### src/rtl/lcd_text_buffer.sv
// 32-character LCD text buffer serving the {RS, data} fetch stream.
// Ports: clk, rst (sync active-low), address/data_mem fetch, wr_* direct
// write, hex_valid/hex_ready/hex_value hex formatter, busy status.
module lcd_text_buffer #(
  parameter int HEX_BASE  = 24,
  parameter int LOWERCASE = 0
) (
  input  logic        clk,
  input  logic        rst,
  input  logic [5:0]  address,
  output logic [8:0]  data_mem,
  input  logic        wr_en,
  input  logic [4:0]  wr_addr,
  input  logic [7:0]  wr_char,
  input  logic        hex_valid,
  output logic        hex_ready,
  input  logic [31:0] hex_value,
  output logic        busy
);

  typedef enum logic [1:0] {
    S_CLEAR,
    S_IDLE,
    S_HEX
  } state_e;

  localparam logic [4:0] HB = 5'(HEX_BASE % 32);
  // Offset so that nibble 10 lands on 'A' (0x41) or 'a' (0x61).
  localparam logic [7:0] ALPHA_OFS = (LOWERCASE != 0) ? 8'h57 : 8'h37;

  state_e      state_q, state_d;
  logic [4:0]  clr_idx_q, clr_idx_d;
  logic [2:0]  d_q, d_d;
  logic [31:0] val_q, val_d;
  logic [8:0]  data_mem_q, data_mem_d;
  logic [7:0]  mem_q [32];

  logic        we;
  logic [4:0]  waddr;
  logic [7:0]  wdata;
  logic [3:0]  nib;
  logic [7:0]  asc;
  logic [4:0]  idx_l1, idx_l2;

  assign data_mem  = data_mem_q;
  assign hex_ready = (state_q == S_IDLE);
  assign busy      = (state_q != S_IDLE);

  // Digit d comes from bits [31-4d -: 4]; ~d_q is 7-d.
  assign nib = val_q[{~d_q, 2'b00} +: 4];
  assign asc = (nib < 4'd10) ? (8'h30 + {4'h0, nib})
                             : (ALPHA_OFS + {4'h0, nib});

  // Low 5 bits suffice: line 2 indices wrap mod 32 to the right slot.
  assign idx_l1 = address[4:0] - 5'd5;
  assign idx_l2 = address[4:0] - 5'd6;

  always_comb begin
    data_mem_d = 9'h000;
    unique case (1'b1)
      (address >= 6'd5 && address <= 6'd20):
        data_mem_d = {1'b1, mem_q[idx_l1]};
      (address == 6'd21):
        data_mem_d = 9'h0C0;
      (address >= 6'd22 && address <= 6'd37):
        data_mem_d = {1'b1, mem_q[idx_l2]};
      default:
        data_mem_d = 9'h000;
    endcase
  end

  always_comb begin
    state_d   = state_q;
    clr_idx_d = clr_idx_q;
    d_d       = d_q;
    val_d     = val_q;
    we        = 1'b0;
    waddr     = '0;
    wdata     = '0;
    unique case (state_q)
      S_CLEAR: begin
        we        = 1'b1;
        waddr     = clr_idx_q;
        wdata     = 8'h20;
        clr_idx_d = clr_idx_q + 5'd1;
        if (clr_idx_q == 5'd31) state_d = S_IDLE;
      end
      S_IDLE: begin
        if (wr_en) begin
          we    = 1'b1;
          waddr = wr_addr;
          wdata = wr_char;
        end
        if (hex_valid) begin
          val_d   = hex_value;
          d_d     = 3'd0;
          state_d = S_HEX;
        end
      end
      S_HEX: begin
        we = 1'b1;
        if (wr_en) begin
          // Direct write owns the port; digit retries next cycle.
          waddr = wr_addr;
          wdata = wr_char;
        end else begin
          waddr = HB + {2'b00, d_q};
          wdata = asc;
          d_d   = d_q + 3'd1;
          if (d_q == 3'd7) state_d = S_IDLE;
        end
      end
      default: state_d = S_CLEAR;
    endcase
  end

  always_ff @(posedge clk) begin
    if (!rst) begin
      state_q    <= S_CLEAR;
      clr_idx_q  <= '0;
      d_q        <= '0;
      val_q      <= '0;
      data_mem_q <= '0;
    end else begin
      state_q    <= state_d;
      clr_idx_q  <= clr_idx_d;
      d_q        <= d_d;
      val_q      <= val_d;
      data_mem_q <= data_mem_d;
    end
  end

  always_ff @(posedge clk) begin
    if (rst && we) mem_q[waddr] <= wdata;
  end

endmodule

### config.mk
export PLATFORM = sky130hd
export DESIGN_NAME = lcd_text_buffer
export DESIGN_NICKNAME = d
export VERILOG_FILES = /design/src/rtl/lcd_text_buffer.sv
export SDC_FILE = /design/constraint.sdc
export NUM_CORES = 1
export LEC_CHECK = 0
export BUFFER_PORTS_ARGS = -buffer_cell sky130_fd_sc_hd__buf_2
export CAP_MARGIN = 20
export CORE_AREA = 3 3 195 197
export CTS_CLUSTER_DIAMETER = 100
export DETAILED_ROUTE_END_ITERATION = 8
export DIE_AREA = 0 0 198 200
export GPL_TIMING_DRIVEN = 0
export SYNTH_ARGS = -nofsm -noshare
export SYNTH_HDL_FRONTEND = slang
export SYNTH_SLANG_ARGS = --single-unit
export TNS_END_PERCENT = 5
### constraint.sdc
create_clock -name clk -period 4.4 [get_ports clk]
set_input_delay 0.22 -clock clk [delete_from_list [all_inputs] [get_ports clk]]
set_output_delay 0.22 -clock clk [all_outputs]
set_load 0.02 [all_outputs]
**After elaboration in Yosys (flattened, before gate mapping)**

Memories as Yosys holds them, arrays and structs flattened.
Index checks and enable logic that the tools add are counted.

- Register bits after elaboration: 51
- Bits in writable memories: 256
- Bits of input ports: 55
- Word-level logic and storage cells: 59
- Memories: 1

Memory list:

| memory | words | bits a word | read ports | clocked after memory_dff | write ports | RTL line | source |
|---|---|---|---|---|---|---|---|
| mem_q | 32 | 8 | 2 | 0 | 1 | 36 | `logic [7:0] mem_q [32];` |

- $add $sub $neg: 7
- Order comparisons: 5
- Equal/unequal tests: 10
- Shift-type cells: 1
- Muxes and demuxes: 20
- Bitwise gates (word level): 1
- Reductions and logical operators: 9

Operators with widths:

| cell | number |
|---|---|
| 32-bit by 6-bit variable part select with 4-bit output | 1 |
| 9-bit case mux with 3 select lines | 1 |
| 8-bit case mux with 3 select lines | 1 |
| 8-bit two-way mux | 2 |
| 5-bit case mux with 3 select lines | 1 |
| 6-bit by 4-bit adder with 7-bit output (first input constant) | 2 |
| 5-bit two-way mux | 2 |
| 5-bit by 3-bit subtractor with 5-bit output (second input constant) | 2 |
| 2-bit two-way mux | 4 |
| 2-bit inequality test (second input constant) | 4 |
| 7-bit two-way mux | 1 |
| 6-bit by 5-bit == test with 1-bit output (second input constant) | 1 |
| 6-bit by 3-bit greater-or-equal comparator with 1-bit output (second input constant) | 1 |
| 6-bit by 5-bit greater-or-equal comparator with 1-bit output (second input constant) | 1 |
| 6-bit by 5-bit less-or-equal comparator with 1-bit output (second input constant) | 1 |
| 6-bit less-or-equal comparator (second input constant) | 1 |
| 3-bit two-way mux | 2 |
| 2-bit case mux with 3 select lines | 1 |
| 3-bit case mux with 2 select lines | 1 |
| 4-bit by 4-bit adder with 5-bit output (first input constant) | 1 |
| 5-bit by 1-bit adder with 5-bit output (second input constant) | 1 |
| 5-bit == test (second input constant) | 1 |
| 4-bit < comparator (second input constant) | 1 |
| 4-bit AND reduction | 1 |
| other kinds (14) | 18 |

**Longest topological paths before layout**

Gate-level depths: netlist (run 1).

- Depth in word-level cells: 6
- Depth in mapped cells: 13
- Mapped depth without buffers: 8

**Worst setup path after synthesis (run 1)**

Ideal clock, no wire load.

- Kind: flip-flop to flip-flop
- Start point: register d_q[0]
- End point: memory mem_q[0][2], data pin
- Setup time: 0.454 ns
- Data arrival time: 2.897 ns
- Data required time: 3.946 ns
- Slack: 1.049 ns
- Cell stages (with the launch flop): 7
- Path buffers: 1
- Clock period less this slack: 3.351 ns
- Cells stage by stage: dfxtp_1 -> buf_2 -> mux4_2 -> mux2_2 -> a21oi_1 -> a31oi_1 -> o21ai_0

- Word-level cells in the longest chain between the ends: 6
- Elaborated cells on any way between the ends: 8

RTL lines:

| item | RTL line | source |
|---|---|---|
| start: declaration | 33 | `logic [2:0] d_q, d_d;` |
| start signal: assignment | 121 | `d_q <= '0;` |
| start signal: assignment | 127 | `d_q <= d_d;` |
| 3-bit inverter (*) | 50 | `assign nib = val_q[{~d_q, 2'b00} +: 4];` |
| 32-bit by 6-bit variable part select with 4-bit output (*) | 50 |  |
| 6-bit by 4-bit adder with 7-bit output (tied with other cells) | 52 | `: (ALPHA_OFS + {4'h0, nib});` |
| 7-bit two-way mux (*) | 51 | `assign asc = (nib < 4'd10) ? (8'h30 + {4'h0, nib})` |
| 8-bit two-way mux (*) | 102 | `if (wr_en) begin` |
| 8-bit case mux with 3 select lines (*) | 80 | `unique case (state_q)` |
| named net wdata[2] | 40 | `logic [7:0] wdata;` |
| end: declaration | 36 |  |

Mark *: on every way through the listed nets, which the timed path passes. The rest lies on a longest branch.

**Final worst setup path (run 1)**

- Start point: input address[1]
- End point: register data_mem_q[4] (netlist: data_mem[4])

- Word-level cells in the longest chain between the ends: 3
- Elaborated cells on any way between the ends: 11

RTL lines:

| item | RTL line | source |
|---|---|---|
| start: declaration | 10 | `input logic [5:0] address,` |
| 5-bit by 3-bit subtractor with 5-bit output (tied with other cells) | 56 | `assign idx_l2 = address[4:0] - 5'd6;` |
| memory 32 x 8 bit (tied with other cells) | n/a |  |
| 9-bit case mux with 3 select lines (*) | 60 | `unique case (1'b1)` |
| end signal: assignment | 129 | `data_mem_q <= data_mem_d;` |
| end: declaration | 35 | `logic [8:0] data_mem_q, data_mem_d;` |

Mark *: on every way between the ends. The rest lies on a longest branch, timed or not.
A chain may end at the register's enable or synchronous reset.

==> summary.txt, run 1 <==
Status - finished clean
Hpwl dp - 29.8 mm
Vias/cell - 5.87
IR Drop Worst-Case VDD - 0.205 mV
I/O pins - 66
Reg-to-Reg End - mem_q[7][7]
Syn nets - 1,034
FF-to-FF Start - state_q[1]
Root Driver - clkbuf_16
Worst Hold Class - input port to register
Max Cap Violations - 0
Max Slew Vio Count - 0
Final setup viols - 0
Gate Count Post-Synth - 970
Post-synthesis cell type count - 51
Final instance count without filler cells - 1,602
Critical path, cell by cell - buf_2, buf_2, buf_2, buf_1, inv_1, ha_1, clkbuf_1, clkbuf_1, clkbuf_1, nand4_1, nand4_1, o21ai_1
Yosys warnings - 0
Int Pwr - 0.00495 W
Post CTS Setup Buffer Count - 0
Setup crit end kind - register
Share of synthesized registers carrying an async set or reset - 0%
Routability cong. - 0.999
Yosys reg bits - 307
Dpl cells - 1,508
Die area - 0.0396 mm^2
Clk slew on worst S/H paths - 0.06 ns
Clock Skew - 0.0311 ns
Leak pwr - 5.53 nW
Sequential share of power - 48.5%
WHS - 0.0876 ns
CTS Sinks - 307
Kind of critical path - input port to register
Finished Core Util - 46.6%
CP Max Fanout - 10
Core Box Area - 0.0364 mm^2
Synth Cell Area - 0.0145 mm^2
Hold Violations, Final - 0
Via count - 9,410
Switching power - 0.00154 W
DRT Pass-1 Iters - 5
Diodes inserted - 0
CTS H-tree lvls - 2
Overall power - 0.00649 W
Area Growth Syn to Fin - 16.8%
Slew headroom - 27.3%
GR Util met3 - 4.40%
Clock share of power - 40.9%
Post-CTS sizing - 0
Pwr dens - 382 mW/mm^2
Met1 Use GR - 28.7%
First-pass GRT wire length - 60.1 mm
Initial Utilization - 39.9%
Total Wirelength - 41.2 mm
Critical Path Max Stage Delay - 0.71 ns
Prevailing post-synth register cell - edfxtp_1
DRC Markers - 0
Met2 usage in global routing - 33.1%
Number of synthesized flops with an enable pin - 256
Largest delay share family, worst path - buffers and inverters
Clock Latency Late Sink - 0.52 ns
Sequential fraction of the synthesis area - 59.9%
CTS tree - yes
RSZ-0062 raised after global routing - no
Initial antenna violation count - 0
FF-to-FF setup slack - 1.18 ns
Hold path startpoint - rst
Die X - 198 um
WL per Instance - 25.7 um
Vias in the first global route - 9,311
Startpoint types - input port
Final Cycle Share - 93.2%
Die Ht - 200 um
Synth Area per Inst - 15.0 um^2
Detail Route Antenna Nets - 0
Min cycle time layout - 4.10 ns
Largest net degree at the start of global routing - 33
GRT Max-Usage Layer - met2
CP bufs+invs - 8
Slowest CP cell - buf_1
Tightest Pin Transition - 1.09 ns
Critical path required time - 4.79 ns
Final #Nets - 1,172
Fill cells - 3,235
Share of layout cells above drive strength 1 - 26.1%
Num CTS Buffers - 34
Worst hold path cell count - 3
Row count - 70
Worst Path Arrival - 4.49 ns
Worst Hold End - d_q[2]
DRT iter0 DRCs - 909
Comb pwr share - 10.6%
Worst R2R Path Depth - 6
Clock Tree Buf Depth - 3
Port buffer count - 63
Total track usage - 20.8%
Final worst setup slack - 0.299 ns
Pre-CTS setup slack - -0.118 ns
Switching part of the total - 23.8%
Remaining Overflow, GRT - 0
Fmax - 244 MHz
-- routing by layer --
metal	routed length [um]	up-vias
li1	-	4107
met1	16900	4762
met2	19200	450
met3	3550	91
met4	1510	0
met5	0	-
-- cell usage after synthesis (4+ instances only) --
| cell | instances | area, um^2 |
|---|---|---|
| mux4_2 | 130 | 2930 |
| nor2_1 | 54 | 203 |
| buf_4 | 8 | 60.1 |
| xor2_1 | 5 | 43.8 |
| nor2b_1 | 14 | 87.6 |
| inv_1 | 5 | 18.8 |
| a21oi_1 | 57 | 285 |
| a31o_2 | 4 | 35.0 |
| mux2i_1 | 22 | 220 |
| a31oi_1 | 6 | 37.5 |
| dfxtp_1 | 51 | 1020 |
| clkbuf_1 | 32 | 120 |
| nand2_1 | 152 | 571 |
| a22oi_1 | 8 | 60.1 |
| o21ai_0 | 10 | 50.1 |
| nand2b_1 | 9 | 56.3 |
| a211oi_1 | 19 | 143 |
| ha_1 | 9 | 113 |
| nand4_1 | 19 | 119 |
| a311oi_1 | 5 | 43.8 |
| buf_2 | 21 | 105 |
| xnor2_1 | 4 | 35.0 |
| nand3_1 | 18 | 90.1 |
| o21ai_1 | 8 | 40.0 |
| edfxtp_1 | 256 | 7690 |
| and2_1 | 8 | 50.1 |
-- sequential cells by signal, summed over array words and instances, names as in the netlist --
register,count
clr_idx_q,5
state_q,2
val_q,32
mem_q,256
d_q,3
data_mem,9
-- what timing repair did --
item	CTS	global route
hold buffers	32	0
endpoints found under the setup margin	0	0
endpoints found under the hold margin	32	0
-- area by class of cell --
| type | instances | area, um^2 | share of cell area (%) |
|---|---|---|---|
| clock buffer | 49 | 960 | 5.65 |
| timing repair buffer | 102 | 803 | 4.73 |
| buffer | 66 | 327 | 1.92 |
| tap | 468 | 586 | 3.45 |
| inverter | 8 | 30.0 | 0.177 |
| clock inverter | 13 | 80.1 | 0.472 |
| multi-input combinational | 589 | 5480 | 32.3 |
| sequential | 307 | 8710 | 51.3 |
-- worst max-delay path by stage --
stage / cells past startpoint / start / endpoint / slack (ns)
floorplan: 6 / d_q[0] / mem_q[0][2] / 1.05
detailed placement: 12 / address[1] / data_mem[4] / -0.12
CTS: 12 / address[1] / data_mem[4] / 0.42
finish: 12 / address[1] / data_mem[4] / 0.30
global route: 12 / address[1] / data_mem[4] / 0.16
global placement: 6 / d_q[0] / mem_q[15][2] / -1.18
-- cell families (layout without fill, tap and decap cells) --
family	count (synthesis)	count (layout)	synth area share [%]
adder cells (fa/ha/maj)	9	9	0.775
AO/OA/AOI/OAI	128	128	5.38
AND/OR/NAND/NOR	285	285	8.59
XOR/XNOR	10	10	0.732
buffers and inverters	74	238	2.45
flip-flops	307	307	59.9
multiplexers	157	157	22.2
-- power groups by stage --
stage | sequential, W | combinational [W] | clock (W)
2_1_floorplan | 0.00322 | 0.000417 | 0
3_3_place_gp | 0.00320 | 0.000663 | 0
3_5_place_dp | 0.00321 | 0.000663 | 0
4_1_cts | 0.00314 | 0.000687 | 0.00269
5_1_grt | 0.00315 | 0.000730 | 0.00280
6_report | 0.00314 | 0.000691 | 0.00265
-- worst min-delay path: stages --
cell	delay [ns]
buf_2	0.19
o221ai_1	0.10
nor2_1	0.05
-- metrics by stage --
stage / instance area [um^2] / TNS [ns]
5_1_grt: 17000 / 0
2_1_floorplan: 14500 / 0
3_5_place_dp: 15600 / -0.440
3_3_place_gp: 15400 / -53.47
6_report: 17000 / 0
4_1_cts: 17000 / 0
-- cell usage in the layout (no fill, tap or decap), types with 3 or more instances in the layout --
cell type / count
a311oi_1: 5
dfxtp_1: 51
clkinv_1: 5
mux4_2: 130
nor2_1: 54
o21ai_1: 7
nand2_1: 152
a21oi_1: 57
a31oi_1: 6
nor2b_1: 14
clkbuf_1: 42
buf_4: 8
nand2b_1: 9
a211oi_1: 19
o21ai_2: 3
buf_6: 3
nand3_1: 18
clkinv_2: 5
buf_16: 5
xor2_1: 5
and2_1: 8
xnor2_1: 4
o21ai_0: 8
nand4_1: 19
edfxtp_1: 256
and3_1: 3
mux2i_1: 22
mux2_2: 3
clkbuf_16: 35
buf_2: 84
ha_1: 9
dlygate4sd3_1: 32
clkbuf_8: 3
a22oi_1: 8
inv_1: 5
a31o_2: 4
Power figures use the tool's default switching activity.
==> run 2: changes to the inputs <==
--- a/config.mk
+++ b/config.mk
@@ -7,10 +7,10 @@
 export LEC_CHECK = 0
 export BUFFER_PORTS_ARGS = -buffer_cell sky130_fd_sc_hd__buf_2
 export CAP_MARGIN = 20
-export CORE_AREA = 3 3 195 197
+export CORE_AREA = 3 3 274 141
 export CTS_CLUSTER_DIAMETER = 100
 export DETAILED_ROUTE_END_ITERATION = 8
-export DIE_AREA = 0 0 198 200
+export DIE_AREA = 0 0 277 144
 export GPL_TIMING_DRIVEN = 0
 export SYNTH_ARGS = -nofsm -noshare
 export SYNTH_HDL_FRONTEND = slang
==> run 2 against run 1 <==
Effect of this change: clock skew down 0.019 ns; core utilization is 0.40 points higher; clock power is 3% lower; largest power group unchanged; register-to-register slack about the same; design area shrank 0.20%.
==> summary.txt, run 2 (synthesis gave the netlist of run 1 again) <==
DRT Pass-1 Iters - 6
Finished Core Util - 47.0%
Int Pwr - 0.00487 W
Die Ht - 144 um
Initial antenna violation count - 1
Dpl cells - 1,523
Clock share of power - 40.0%
Max Slew Vio Count - 0
Post-CTS sizing - 0
Share of layout cells above drive strength 1 - 26.2%
Clock Tree Buf Depth - 3
Status - finished clean
Slew headroom - 20.8%
Worst Path Arrival - 4.18 ns
Area Growth Syn to Fin - 16.6%
Kind of critical path - input port to register
Tightest Pin Transition - 1.18 ns
Top sig layer - met5
Reg-to-Reg End - mem_q[15][7]
Sequential share of power - 48.8%
Worst Hold End - d_q[2]
I/O pins - 66
Diodes inserted - 0
Final instance count without filler cells - 1,612
Initial Utilization - 40.3%
Critical path, cell by cell - buf_2, buf_4, buf_4, buf_2, inv_1, ha_1, buf_4, buf_6, buf_2, mux4_2, mux2i_1, a21oi_1, a22oi_1, o21ai_1
Post CTS Setup Buffer Count - 0
Routability cong. - 0.969
Number of flip-flops in the largest register - 256
Row count - 49
Vias/cell - 5.94
Die X - 277 um
CTS H-tree lvls - 1
RSZ-0062 raised after global routing - no
Vias in the first global route - 9,743
WL per Instance - 27.6 um
Largest Register - mem_q
Switching power - 0.00157 W
Worst Hold Class - input port to register
Final setup viols - 0
Total track usage - 22.5%
FF-to-FF setup slack - 1.19 ns
CP Max Fanout - 10
Die area - 0.0399 mm^2
Switching part of the total - 24.3%
First-pass GRT wire length - 64.9 mm
Most frequent cells in the layout - edfxtp_1 (256), nand2_1 (152), mux4_2 (130)
Final #Nets - 1,168
CTS tree - yes
Startpoint types - input port
Hold Violations, Final - 0
Comb pwr share - 11.2%
Via count - 9,575
Pre-CTS setup slack - -0.314 ns
Clock Skew - 0.0119 ns
Max Cap Violations - 0
Root Driver - clkbuf_16
CTS Sinks - 307
Clock Latency Late Sink - 0.57 ns
Largest net degree at the start of global routing - 33
Fmax - 268 MHz
Pwr dens - 380 mW/mm^2
Leak pwr - 5.51 nW
Port buffer count - 63
DR WL met3 - 4.74 mm
Critical Path Max Stage Delay - 0.58 ns
Hpwl dp - 32.3 mm
Setup TNS Final - 0 ns
Total Wirelength - 44.5 mm
Num CTS Buffers - 30
CP bufs+invs - 8
Clk slew on worst S/H paths - 0.06 ns
Hold path startpoint - rst
Setup crit end kind - register
Slowest CP cell - mux4_2
Final worst setup slack - 0.664 ns
IR Drop Worst-Case VDD - 0.269 mV
Met2 wire length - 19.8 mm
Remaining Overflow, GRT - 0
Core Box Area - 0.0360 mm^2
DRT iter0 DRCs - 1,076
FF-to-FF Start - state_q[1]
Largest delay share family, worst path - buffers and inverters
Detail Route Antenna Nets - 0
Critical path required time - 4.84 ns
Min cycle time layout - 3.74 ns
Final Cycle Share - 84.9%
Overall power - 0.00644 W
DRC Markers - 0
Worst hold path cell count - 3
Worst R2R Path Depth - 6
Met1 wire length - 18.4 mm
Commonest non-fill, non-tap cell in the layout - edfxtp_1
==> run 2: changes by cell type in the layout (fill, tap and decap cells not counted) <==
cell / previous run / this run
clkinv_1: 5 / 2
clkinv_4: 0 / 1
inv_6: 2 / 0
clkbuf_8: 3 / 4
clkinv_2: 5 / 7
clkbuf_1: 42 / 40
buf_1: 2 / 1
clkinv_8: 1 / 0
clkbuf_16: 35 / 32
bufinv_16: 0 / 1
buf_8: 2 / 3
==> run 2: how the worst max path moves through the flow <==
stage                     from     endpoint  slack, ns  cells past startpoint
floorplan               d_q[0]  mem_q[0][2]       1.05                      6
finish              address[0]  data_mem[3]       0.66                     14
global placement        d_q[0]  mem_q[7][2]      -1.05                      6
global route        address[0]  data_mem[3]       0.39                     14
CTS                 address[1]  data_mem[6]       0.27                     12
detailed placement  address[1]  data_mem[3]      -0.31                     14
==> run 2: stage by stage <==
stage	hold WS [ns]	area [um^2]
final	0.0327	16900
after CTS	0.00440	16900
after global placement	0.441	15500
after detailed placement	0.445	15600
after floorplan	0.342	14500
after global routing	0.0415	16900
==> run 2: cell type report <==
cell class	instances	area, um^2
clock buffers	45	891
flip-flops and latches	307	8710
multi-input cells	589	5480
fillers	3154	19100
clock inverters	11	83.8
inverters	8	30.0
well taps	484	606
repair buffers	103	818
plain buffers	65	323
==> run 2: what timing repair did <==
| action | in CTS | in global routing |
|---|---|---|
| hold buffers | 32 | 0 |
| endpoints found under the setup margin | 0 | 1 |
| hold endpoints to repair | 32 | 0 |
==> run 2: layer usage <==
layer | track usage (%) | vias up
met4 | 6.71 | 2
met1 | 30.2 | 4937
met2 | 35.5 | 463
li1 | - | 4092
met5 | 0 | -
met3 | 7.28 | 81
==> run 2: power groups by stage <==
stage	combinational, W	clock (W)	sequential, W
CTS	0.000715	0.00260	0.00314
finish	0.000723	0.00257	0.00314
global route	0.000765	0.00272	0.00314
global placement	0.000687	0	0.00320
detailed placement	0.000691	0	0.00321
floorplan	0.000417	0	0.00322
==> run 2: tightest hold or removal path: cells and delay by family <==
| family | cells | cell delay, ns |
|---|---|---|
| buf+inv | 1 | 0.18 |
| compound gates | 1 | 0.10 |
| simple gates | 1 | 0.05 |
==> run 3: changes to the inputs <==
--- a/config.mk
+++ b/config.mk
@@ -5,12 +5,13 @@
 export SDC_FILE = /design/constraint.sdc
 export NUM_CORES = 1
 export LEC_CHECK = 0
+export ABC_AREA = 1
 export BUFFER_PORTS_ARGS = -buffer_cell sky130_fd_sc_hd__buf_2
 export CAP_MARGIN = 20
-export CORE_AREA = 3 3 274 141
+export CORE_AREA = 3 3 284 146
 export CTS_CLUSTER_DIAMETER = 100
 export DETAILED_ROUTE_END_ITERATION = 8
-export DIE_AREA = 0 0 277 144
+export DIE_AREA = 0 0 287 149
 export GPL_TIMING_DRIVEN = 0
 export SYNTH_ARGS = -nofsm -noshare
 export SYNTH_HDL_FRONTEND = slang
==> constraint.sdc (replaced) <==
create_clock -name clk -period 3.3 [get_ports clk]
set_input_delay 0.165 -clock clk [delete_from_list [all_inputs] [get_ports clk]]
set_output_delay 0.165 -clock clk [all_outputs]
set_load 0.02 [all_outputs]
==> run 3 against run 2 <==
Effect of this change: hold slack better by 0.022 ns; clock power is 38% higher; first-iteration DRC count is 89% higher; synthesized cell count is 87% higher; design area is 8.0% higher; largest cell class unchanged; global-route usage is 3.8 points higher; register-to-register slack worse by 0.93 ns; sequential power is 50% higher.
==> summary.txt, run 3 <==
Synthesized-area fraction occupied by and/or/nand/nor cells - 31.7%
Min cycle time layout - 3.04 ns
Synth top cells by count - nand2_1 (586), nand3_1 (478), edfxtp_1 (256)
DRT Pass-1 Iters - 6
Remaining Overflow, GRT - 0
Die area - 0.0428 mm^2
Final instance count without filler cells - 2,529
Total Wirelength - 57.4 mm
Share of the synthesized area in the top cell type - 49.4%
Dpl cell area - 0.0168 mm^2
Reg-to-Reg End - mem_q[12][1]
Synth area leader - edfxtp_1
Core Box Area - 0.0389 mm^2
Slew headroom - 20.1%
Worst R2R Path Depth - 9
DRC Markers - 0
Startpoint types - register
IR Drop Worst-Case VDD - 0.411 mV
I/O pins - 66
Post-synthesis cell type count - 36
Worst hold path cell count - 4
Gate Count Post-Synth - 1,817
Row count - 51
Hpwl dp - 41.5 mm
FF-to-FF Start - state_q[1]
CTS tree - yes
Post-synthesis compound-gate area fraction - 5.74%
Sequential fraction of the synthesis area - 55.9%
CTS Sinks - 307
Critical Path Max Stage Delay - 1.02 ns
Clk slew on worst S/H paths - 0.07 ns
Commonest non-fill, non-tap cell in the layout - nand2_1
WL per Instance - 22.7 um
Pwr dens - 582 mW/mm^2
Root Driver - clkbuf_16
Die Ht - 149 um
Num CTS Buffers - 30
Synth Cell Area - 0.0156 mm^2
First-pass GRT wire length - 84.1 mm
RSZ-0062 raised after global routing - no
Critical path, cell by cell - inv_1, nand2_1, buf_6, inv_4, nand2_1, o21ai_0, a21oi_1, nand2_1, nor2_1
Vias in the first global route - 13,549
DRT iter0 DRCs - 2,035
Finished Core Util - 47.0%
Switching part of the total - 32.1%
Share of synthesized registers carrying an async set or reset - 0%
Clock Latency Late Sink - 0.59 ns
Prevailing post-synth register cell - edfxtp_1
Kind of critical path - register to register
Clock Skew - 0.0232 ns
GRT Max-Usage Layer - met2
Slowest CP cell - nor2_1
Met2 usage in global routing - 41.2%
Worst Hold Class - input port to register
GR Util met3 - 5.76%
FF+latch area - 0.00871 mm^2
Number of synthesized flops with an enable pin - 256
Yosys reg bits - 307
Final setup viols - 0
Port buffer count - 63
Post-synthesis mux area share - 0%
Final Cycle Share - 92.0%
Leak pwr - 7.14 nW
Initial antenna violation count - 0
Multi-input logic area - 0.00599 mm^2
Switching power - 0.00342 W
Fmax - 329 MHz
Main combinational cell family by area after synthesis - simple AND/OR/NAND/NOR gates
Final Cell Area - 0.0183 mm^2
Setup crit end kind - register
Total track usage - 26.4%
Max Cap Violations - 0
Most used cell along the critical path - nand2_1
Die X - 287 um
Xor-xnor portion of the synthesized cell area - 0.177%
Syn nets - 1,881
Int Pwr - 0.00723 W
Largest cells by area after synthesis - edfxtp_1 (49%), nand3_1 (15%), nand2_1 (14%), dfxtp_1 (6.6%), a21oi_1 (2.3%)
Largest net degree at the start of global routing - 33
Synth Area per Inst - 8.57 um^2
Clock Tree Buf Depth - 3
Synth Area in Adders - 0.723%
Critical path required time - 3.49 ns
Met1 Use GR - 37.1%
Sequential share of power - 44.3%
Largest Register - mem_q
CTS H-tree lvls - 1
Detail Route Antenna Nets - 0
CP Max Fanout - 10
Most frequent cells in the layout - nand2_1 (585), nand3_1 (478), edfxtp_1 (256)
Vias/cell - 5.72
Worst Hold End - data_mem[3]
Number of flip-flops in the largest register - 256
Final #Nets - 2,040
Worst Path Arrival - 3.22 ns
Tightest Pin Transition - 1.19 ns
Yosys warnings - 0
Share of layout cells above drive strength 1 - 11.7%
Initial Utilization - 40.0%
Hold path startpoint - address[5]
Final worst setup slack - 0.263 ns
Routability cong. - 0.992
Fill cells - 3,787
Area Growth Syn to Fin - 17.5%
Dpl cells - 2,420
Status - finished clean
Clock share of power - 33.3%
FF-to-FF setup slack - 0.26 ns
Pre-CTS setup slack - -0.0530 ns
Max Slew Vio Count - 0
Diodes inserted - 0
Via count - 14,456
Comb pwr share - 22.4%
Hold Violations, Final - 0
Count leader, synth - nand2_1
[run 3: changes by cell type after synthesis, moves of 19 or more]
cell      change
buf_1        +19
buf_2        +35
inv_1        +62
mux2i_1      -22
mux4_2      -130
nand2_1     +434
nand3_1     +460
o211ai_1     +22
o21ai_0      +44
[run 3: kinds of logic (layout without fill, tap and decap cells)]
kind of cell | after synthesis | after routing
xor gates and xnor gates | 1 | 1
adders and majority gates | 9 | 9
AOI/OAI and AO/OA | 158 | 158
and+or+nand+nor | 1145 | 1145
DFF | 307 | 307
buffers and inverters | 197 | 379
[run 3: per-layer routing]
metal	part of all wire [%]	wire length, um	vias to the layer above
met3	12	6650	123
met2	44	25100	861
met1	42	24100	6893
met5	0	0	-
met4	2.7	1530	0
li1	-	-	6579
[run 3: worst max-delay path, delay by kind of cell (launching register included)]
kind,cells,cell delay (ns)
simple gates,4,1.57
flops,1,0.40
compound gates,2,0.37
buf+inv,3,0.28
[run 3: stage by stage]
step	total power, W	setup TNS (ns)	hold slack [ns]
2_1_floorplan	0.00615	0	0.303
3_3_place_gp	0.00698	-214.81	0.443
3_5_place_dp	0.00705	-0.0766	0.443
4_1_cts	0.0106	0	0.0407
5_1_grt	0.0110	0	0.0659
6_report	0.0107	0	0.0551
[run 3: layout make-up]
type                    instances  share of cell area, %
inverters                      77                   1.59
plain buffers                 120                   3.27
clock inverters                15                  0.848
well taps                     530                   3.62
flip-flops and latches        307                   47.6
multi-input cells            1313                   32.7
repair buffers                127                   5.77
clock buffers                  40                   4.59
[run 3: worst max-delay path by stage]
stage                     cells after the start           end  slack [ns]       start
final                                         9  mem_q[12][1]        0.26  state_q[1]
after global routing                         14   mem_q[7][2]        0.07      d_q[0]
after CTS                                     9   mem_q[9][3]        0.23  state_q[1]
after detailed placement                     14   data_mem[2]       -0.05  address[1]
after global placement                       12   mem_q[3][4]       -2.07      d_q[0]
after floorplan                              12   mem_q[0][4]        0.16      d_q[0]
[run 3: power by group through the flow]
stage	clock network, W	registers, W	logic [W]
global placement	0	0.00483	0.00215
finish	0.00355	0.00472	0.00238
CTS	0.00357	0.00472	0.00231
global route	0.00373	0.00474	0.00256
detailed placement	0	0.00481	0.00225
floorplan	0	0.00479	0.00136
[run 3: what timing repair did]
| item | CTS | global route |
|---|---|---|
| hold endpoints to repair | 33 | 0 |
| endpoints found under the setup margin | 0 | 21 |
| setup buffers | 0 | 0 |
| gates resized for setup | 0 | 1 |
| hold buffers | 46 | 0 |
